`src/rtl/data_mem_responder.sv`:
```
// Word-addressed data memory slave for the MEM stage: accepts one load/store,
// inserts WAIT_CYCLES wait states, then holds the response until it is taken.
module data_mem_responder #(
  parameter int DEPTH_WORDS = 64,
  parameter int WAIT_CYCLES = 2
) (
  input  logic        clk,
  input  logic        rst_n,
  input  logic        req_valid,
  input  logic        req_write,
  input  logic [31:0] req_addr,
  input  logic [31:0] req_wdata,
  output logic        req_ready,
  output logic        resp_valid,
  input  logic        resp_ready,
  output logic [31:0] resp_rdata,
  output logic        resp_err,
  output logic        busy
);

  localparam int IW = $clog2(DEPTH_WORDS);
  localparam int WAIT_LOAD_I = (WAIT_CYCLES > 0) ? WAIT_CYCLES - 1 : 0;
  localparam logic [3:0] WAIT_LOAD = 4'(WAIT_LOAD_I);

  typedef enum logic [1:0] {S_IDLE, S_WAIT, S_RESP} state_t;

  state_t      state_q, state_d;
  logic [3:0]  cnt_q, cnt_d;
  logic [31:0] rdata_q, rdata_d;
  logic        err_q, err_d;

  logic        write_q;
  logic [31:0] addr_q, wdata_q;

  logic [31:0] mem [DEPTH_WORDS];

  logic        accept;
  logic        enter_resp;
  logic        acc_write;
  logic [31:0] acc_addr;
  logic [31:0] acc_wdata;
  logic        acc_err;
  logic [IW-1:0] acc_idx;
  logic        mem_we;

  assign accept = req_valid && (state_q == S_IDLE);

  // With zero wait states the access happens on the acceptance edge itself,
  // so the live request is used instead of the (not yet loaded) captured copy.
  assign acc_write = (state_q == S_IDLE) ? req_write : write_q;
  assign acc_addr  = (state_q == S_IDLE) ? req_addr  : addr_q;
  assign acc_wdata = (state_q == S_IDLE) ? req_wdata : wdata_q;
  assign acc_idx   = acc_addr[IW+1:2];
  assign acc_err   = (acc_addr[1:0] != 2'b00) || (|acc_addr[31:IW+2]);

  // rst_n gating keeps an edge seen during reset from committing a store.
  assign mem_we = enter_resp && acc_write && !acc_err && rst_n;

  always_comb begin
    state_d    = state_q;
    cnt_d      = cnt_q;
    rdata_d    = rdata_q;
    err_d      = err_q;
    enter_resp = 1'b0;
    case (state_q)
      S_IDLE: begin
        if (req_valid) begin
          if (WAIT_CYCLES == 0) begin
            state_d    = S_RESP;
            enter_resp = 1'b1;
          end else begin
            state_d = S_WAIT;
            cnt_d   = WAIT_LOAD;
          end
        end
      end
      S_WAIT: begin
        if (cnt_q == 4'd0) begin
          state_d    = S_RESP;
          enter_resp = 1'b1;
        end else begin
          cnt_d = cnt_q - 4'd1;
        end
      end
      S_RESP: begin
        if (resp_ready) begin
          state_d = S_IDLE;
          rdata_d = 32'd0;
          err_d   = 1'b0;
        end
      end
      default: state_d = S_IDLE;
    endcase
    if (enter_resp) begin
      err_d   = acc_err;
      rdata_d = (!acc_err && !acc_write) ? mem[acc_idx] : 32'd0;
    end
  end

  always_ff @(posedge clk or negedge rst_n) begin
    if (!rst_n) begin
      state_q <= S_IDLE;
      cnt_q   <= 4'd0;
      rdata_q <= 32'd0;
      err_q   <= 1'b0;
    end else begin
      state_q <= state_d;
      cnt_q   <= cnt_d;
      rdata_q <= rdata_d;
      err_q   <= err_d;
    end
  end

  // Request capture and storage are data only; reset leaves them untouched.
  always_ff @(posedge clk) begin
    if (accept) begin
      write_q <= req_write;
      addr_q  <= req_addr;
      wdata_q <= req_wdata;
    end
  end

  always_ff @(posedge clk) begin
    if (mem_we) begin
      mem[acc_idx] <= acc_wdata;
    end
  end

  assign req_ready  = (state_q == S_IDLE);
  assign busy       = (state_q != S_IDLE);
  assign resp_valid = (state_q == S_RESP);
  assign resp_rdata = rdata_q;
  assign resp_err   = err_q;

endmodule

```
`config.mk`:
```
export PLATFORM = sky130hd
export DESIGN_NAME = data_mem_responder
export DESIGN_NICKNAME = d
export VERILOG_FILES = /design/src/rtl/data_mem_responder.sv
export SDC_FILE = /design/constraint.sdc
export NUM_CORES = 2
export LEC_CHECK = 0
export ABC_AREA = 1
export BUFFER_PORTS_ARGS = -buffer_cell sky130_fd_sc_hd__buf_2
export CORE_MARGIN = 5
export CORE_UTILIZATION = 40
export CTS_BUF_LIST = sky130_fd_sc_hd__clkbuf_16
export CTS_CLUSTER_DIAMETER = 100
export CTS_CLUSTER_SIZE = 8
export DETAILED_ROUTE_END_ITERATION = 12
export PLACE_DENSITY = 0.53
export SLEW_MARGIN = 25
export SYNTH_ARGS = -nofsm -noshare
export SYNTH_HDL_FRONTEND = slang
export SYNTH_SLANG_ARGS = --single-unit
```
`constraint.sdc`:
```
create_clock -name clk -period 3.34 [get_ports clk]
set_input_delay 0.167 -clock clk [delete_from_list [all_inputs] [get_ports clk]]
set_output_delay 0.167 -clock clk [all_outputs]
set_load 0.02 [all_outputs]
```
After elaboration in Yosys (flattened, before gate mapping)

Memories as Yosys holds them, arrays and structs flattened.
Index checks and enable logic that the tools add are counted.

Register bits: 104
Memory bits (writable): 2,048
Input bits: 69
Output and inout bits: 36
Memories kept: 1

Add/subtract/negate cells: 1
Equal/unequal tests: 6
Muxes and demuxes: 21
Reduce and logical (&&, ||, !) cells: 19

Memory list:

| name | depth | width | rd ports | clocked after memory_dff | wr ports | line | text |
|---|---|---|---|---|---|---|---|
| mem  | 64    | 32    | 1        | 0                        | 1        | 35   | `logic [31:0] mem [DEPTH_WORDS];` |

Operators by type and width:

| operator              | number |
|---|---|
| $mux W32              | 6 |
| $reduce_or A24 Y1     | 1 |
| $reduce_bool A2 Y1    | 5 |
| $mux W1               | 8 |
| $mux W4               | 2 |
| $pmux W4 S2           | 1 |
| $mux W2               | 3 |
| $ne A2 B2 Y1 const B  | 3 |
| $pmux W2 S3           | 1 |
| $reduce_and A3 Y1     | 2 |
| $logic_and A1 B1 Y1   | 5 |
| $logic_not A4 Y1      | 1 |
| $sub A4 B1 Y4 const B | 1 |
| $eq A2 B1 Y1 const B  | 1 |
| $eq A2 B2 Y1 const B  | 1 |
| $logic_not A1 Y1      | 2 |
| $logic_not A2 Y1      | 1 |
| $ne A2 B1 Y1 const B  | 1 |
| $reduce_and A2 Y1     | 1 |
| $logic_or A1 B1 Y1    | 1 |

Logic depth before layout (Yosys ltp)

Depth after elaboration: 9
Depth in mapped cells: 18
Mapped depth without buffers: 15

Worst setup path after synthesis

Ideal clock, no wire load.

Path kind: flip-flop to flip-flop
Start point: reg cnt_q[0]
End point: mem mem[10][0] (enable)
Library setup time: 421 ps
Arrival time: 3,073 ps
Setup slack: -154 ps
Stages on the path, launching flop included: 11
Clock period less this slack: 3,494 ps
Cell sequence: dfrtp_1 inv_1 ha_1 nand3_1 nor3_1 nand2_1 nor2_1 and3_1 buf_4 nand3_1 nor2_1

Longest elaborated chain between the ends: 8

RTL lines:

| item                              | line | text |
|---|---|---|
| start: declaration                | 28   | `logic [3:0] cnt_q, cnt_d;` |
| start signal: assignment          | 108  | `cnt_q <= cnt_d;` |
| $logic_not A4 Y1                  | 78   | `if (cnt_q == 4'd0) begin` |
| $mux W1                           | 78   |  |
| $mux W1                           | 65   | `case (state_q)` |
| $logic_and A1 B1 Y1 (3 in series) | 57   | `assign mem_we = enter_resp && acc_write && !acc_err && rst_n;` |
| $mux W1                           | 124  | `if (mem_we) begin` |
| $mux W1 (implied by the code)     | 125  | `mem[acc_idx] <= acc_wdata;` |
| end: declaration                  | 35   |  |

Every way passes these cells.

Final worst setup path

Start point: reg state_q[1]
End point: reg rdata_q[30], in the netlist resp_rdata[30]

Longest elaborated chain between the ends: 8

RTL lines:

| item                                                    | line | text |
|---|---|---|
| start: declaration                                      | 27   | `state_t state_q, state_d;` |
| start signal: assignment                                | 107  | `state_q <= state_d;` |
| branches (longest 8 deep; another with $mem_v2 Z64 W32) | --   |  |
| end signal: assignment                                  | 109  | `rdata_q <= rdata_d;` |
| end: declaration                                        | 29   | `logic [31:0] rdata_q, rdata_d;` |

Several ways; the timed one is not identified.
A chain may end at the register's enable or synchronous reset.

==> summary.md <==
| Metric | Value |
|---|---|
| CP Capture Type | `flip-flop` |
| Wirelength per Cell | `24.1 um` |
| Post-synth top area share | `71.0%` |
| Synth top area cells | `edfxtp_1 71%, nand2_1 15%, inv_1 3.3%, nand3_1 3.2%, buf_2 1.5%` |
| Cell Chain, Critical Path | `inv_1 > nand2_4 > buf_4 > nand2_1 > nand2_8 > buf_12 > nand2_1 > nand3_1 > nand2_1 > o21ai_0 > nand2_1 > nor2_1 > nand2_1 > nand2_1 > nand2_1` |
| Die height | `483 um` |
| Avg Cell Area, Syn | `10.8 um^2` |
| Slew HR | `40.8%` |
| Final hold vios | `0` |
| Gr ovfl total | `0` |
| Buf+Inv Stages, Crit Path | `3` |
| Comb pwr share | `38.6%` |
| Final hold slack | `78.0 ps` |
| Tot GR Track Use | `24.4%` |
| Max cap viols | `0` |
| Setup crit start kind | `flip-flop` |
| Max Freq | `0.308 GHz` |
| Antenna violations before repair | `19` |
| CTS root buffer | `clkbuf_16` |
| Via Count | `61,325` |
| Actual slew at the worst max-slew pin | `889 ps` |
| Largest net degree at the start of global routing | `70` |
| Initial DRC count | `6,141` |
| Critical Path Fanout Max | `57` |
| Initial Utilization | `40.2%` |
| Pint | `62.1 mW` |
| TritonCTS Buffers | `319` |
| Critical path's slowest cell | `o21ai_0` |
| H-tree depth | `5` |
| VDD IR-drop max | `1.10 mV` |
| Layout cells sized above 1 | `11.4%` |
| PnR worst setup slack | `93.4 ps` |
| Status | `finished clean` |
| Width of the die | `483 um` |
| Worst setup path class | `reg -> reg` |
| Final max-slew violation count | `0` |
| Switching Fraction | `39.2%` |
| Hold Path Class | `in -> reg` |
| Die area | `233,000 um^2` |
| Most common cell after layout, fill and taps aside | `nand2_1` |
| Area Overhead vs Synth | `20.8%` |
| # fillers | `19,751` |
| GP Congestion | `0.924` |
| Mapped Cells | `8,251` |
| CTS max path bufs | `4` |
| Clock share of power | `27.6%` |
| Via-to-Cell Ratio | `5.14` |
| Pwr/cell area | `946 nW/um^2` |
| Tcrit/Tclk final | `97.2%` |
| Reg clk slew, reported paths | `50 ps` |
| Post-place setup slack | `-252 ps` |
| Ys Warns | `0` |
| Netlist Area Pre-Place | `89,400 um^2` |
| Most frequent cells in the layout | `3,520 x nand2_1, 2,113 x edfxtp_1, 885 x inv_1` |
| IO buf count | `104` |
| Vias in the first global route | `58,487` |
| # IOs | `105` |
| Rows | `173` |
| WP data arrival | `4050 ps` |
| Synth Net Count | `8,321` |
| Layout Skew | `62.1 ps` |
| Synthesis-stage register bit count | `2,152` |
| Post-route ant nets | `0` |
| Lkg Pwr | `43.6 nW` |
| P_sw | `40.1 mW` |
| Detailed Place HPWL | `168,000 um` |
| Reg power frac | `33.8%` |
| Tmin final | `3250 ps` |
| Seq/Total Area, Yosys | `72.1%` |
| Required time of the worst setup path | `4140 ps` |
| Fin nets | `8,906` |
| Final WL | `287,000 um` |
| CTS tree | `done` |
| Post-synth cell types | `32` |
| Most Frequent Cell on Critical Path | `nand2_1` |
| Clock latency at the later pin of the worst-skew pair | `930 ps` |
| Post-synth top area cell | `edfxtp_1` |
| DRC viols | `0` |
| CP peak stage delay | `550 ps` |
| Crit-path leading delay family | `simple AND/OR/NAND/NOR gates` |
| Core footprint | `222,000 um^2` |
| Number of clock sinks | `2,152` |
| Final setup fails | `0` |
| First-pass GRT wire length | `411,000 um` |
| Length of the first detailed-routing pass in iterations | `6` |
| Unrepaired setup endpoints after global routing | `no` |
power groups by stage:
stage / logic, mW / clock network [mW] / registers (mW)
floorplan: 19.6 / 0 / 35.3
global placement: 38.7 / 0 / 35.1
detailed placement: 38.8 / 0 / 35.1
CTS: 39.2 / 28.7 / 34.6
global route: 42.4 / 29.9 / 34.5
finish: 39.5 / 28.2 / 34.6
Yosys cell counts:
cell and number:
inv_1 786, o21ai_0 235, edfxtp_1 2113, buf_4 33, nor3_1 4, nor2_2 5, dfrtp_1 39, buf_2 274
clkinv_1 1, and2_1 19, a31oi_1 4, nand2_1 3558, nor3_2 4, a21oi_1 45, inv_2 8, nor3_4 2
nand3_1 578, clkbuf_1 83, o21ai_1 6, and3_1 1, buf_1 9, ha_1 1, o31ai_1 1, or2_2 3
nand2_2 7, buf_6 5, nand4_1 117, nor2_1 304, o21ai_4 2, nand3b_1 1, o21ai_2 1, nand3_2 2
layout make-up:
cell class                 instances  area (um^2)  share of cell area (%)
timing repair buffer             667         7520                    6.96
antenna                           11         27.5                  0.0255
inverter                         795         2980                    2.76
tap                             2975         3720                    3.45
multi-input combinational       4901        20700                    19.2
sequential                      2152        64400                    59.6
clock buffer                     324         8110                    7.51
clock inverter                   111          489                   0.453
final timing paths:
check	startpoint	endpoint	slack, ps	depth (start not counted)
worst max-delay path	state_q[1]	resp_rdata[30]	90	15
worst min register to register	resp_rdata[22]	resp_rdata[22]	480	2
worst min-delay path	req_wdata[9]	wdata_q[9]	80	2
worst max register to register	state_q[1]	resp_rdata[30]	90	15
min in group asynchronous	rst_n	resp_err	530	4
max in group asynchronous	rst_n	resp_rdata[4]	2160	4
kinds of logic (layout without fill, tap and decap cells):
| logic type | after synthesis | in the layout | share of synthesized area [%] |
|---|---|---|---|
| and+or+nand+nor | 4605 | 4606 | 20.6 |
| DFF | 2152 | 2152 | 72.1 |
| buffers and inverters | 1199 | 1897 | 5.60 |
| AOI/OAI and AO/OA | 294 | 294 | 1.68 |
| adders and majority gates | 1 | 1 | 0.0140 |
| other | 0 | 11 | 0 |
through the flow:
stage	TNS (ps)	std cells	cell area [um^2]	total power [mW]	utilization (%)
2_1_floorplan	-315740	8251	89400	54.9	-
3_3_place_gp	-1230	11342	97800	73.7	44.0
3_5_place_dp	-1400	11342	97800	73.9	44.0
4_1_cts	0	11920	108000	102	48.5
5_1_grt	0	11925	108000	107	48.6
6_report	0	11936	108000	102	48.6
state kept, by name (all words and copies together), names as in the netlist:
signal and flops:
resp_err 1, wdata_q 32, state_q 2, resp_rdata 32, cnt_q 4, mem 2048
write_q 1, addr_q 32
routing by layer:
metal	GRT usage, %	share of wire, %	up-vias
met1	33.6	42	30077
met3	4.00	7.4	500
met4	10.1	4.5	2
met2	38.6	46	2462
li1	-	-	28284
met5	0	0.0042	-
repair_timing:
action	4_1_cts	5_1_grt
pin swaps	2	3
setup buffers	9	4
cloned	0	1
endpoints found under the hold margin	1658	0
gates resized for setup	7	16
endpoints found under the setup margin	14	20
hold buffers	134	0
Note: power is estimated with default switching activity, not from simulation.
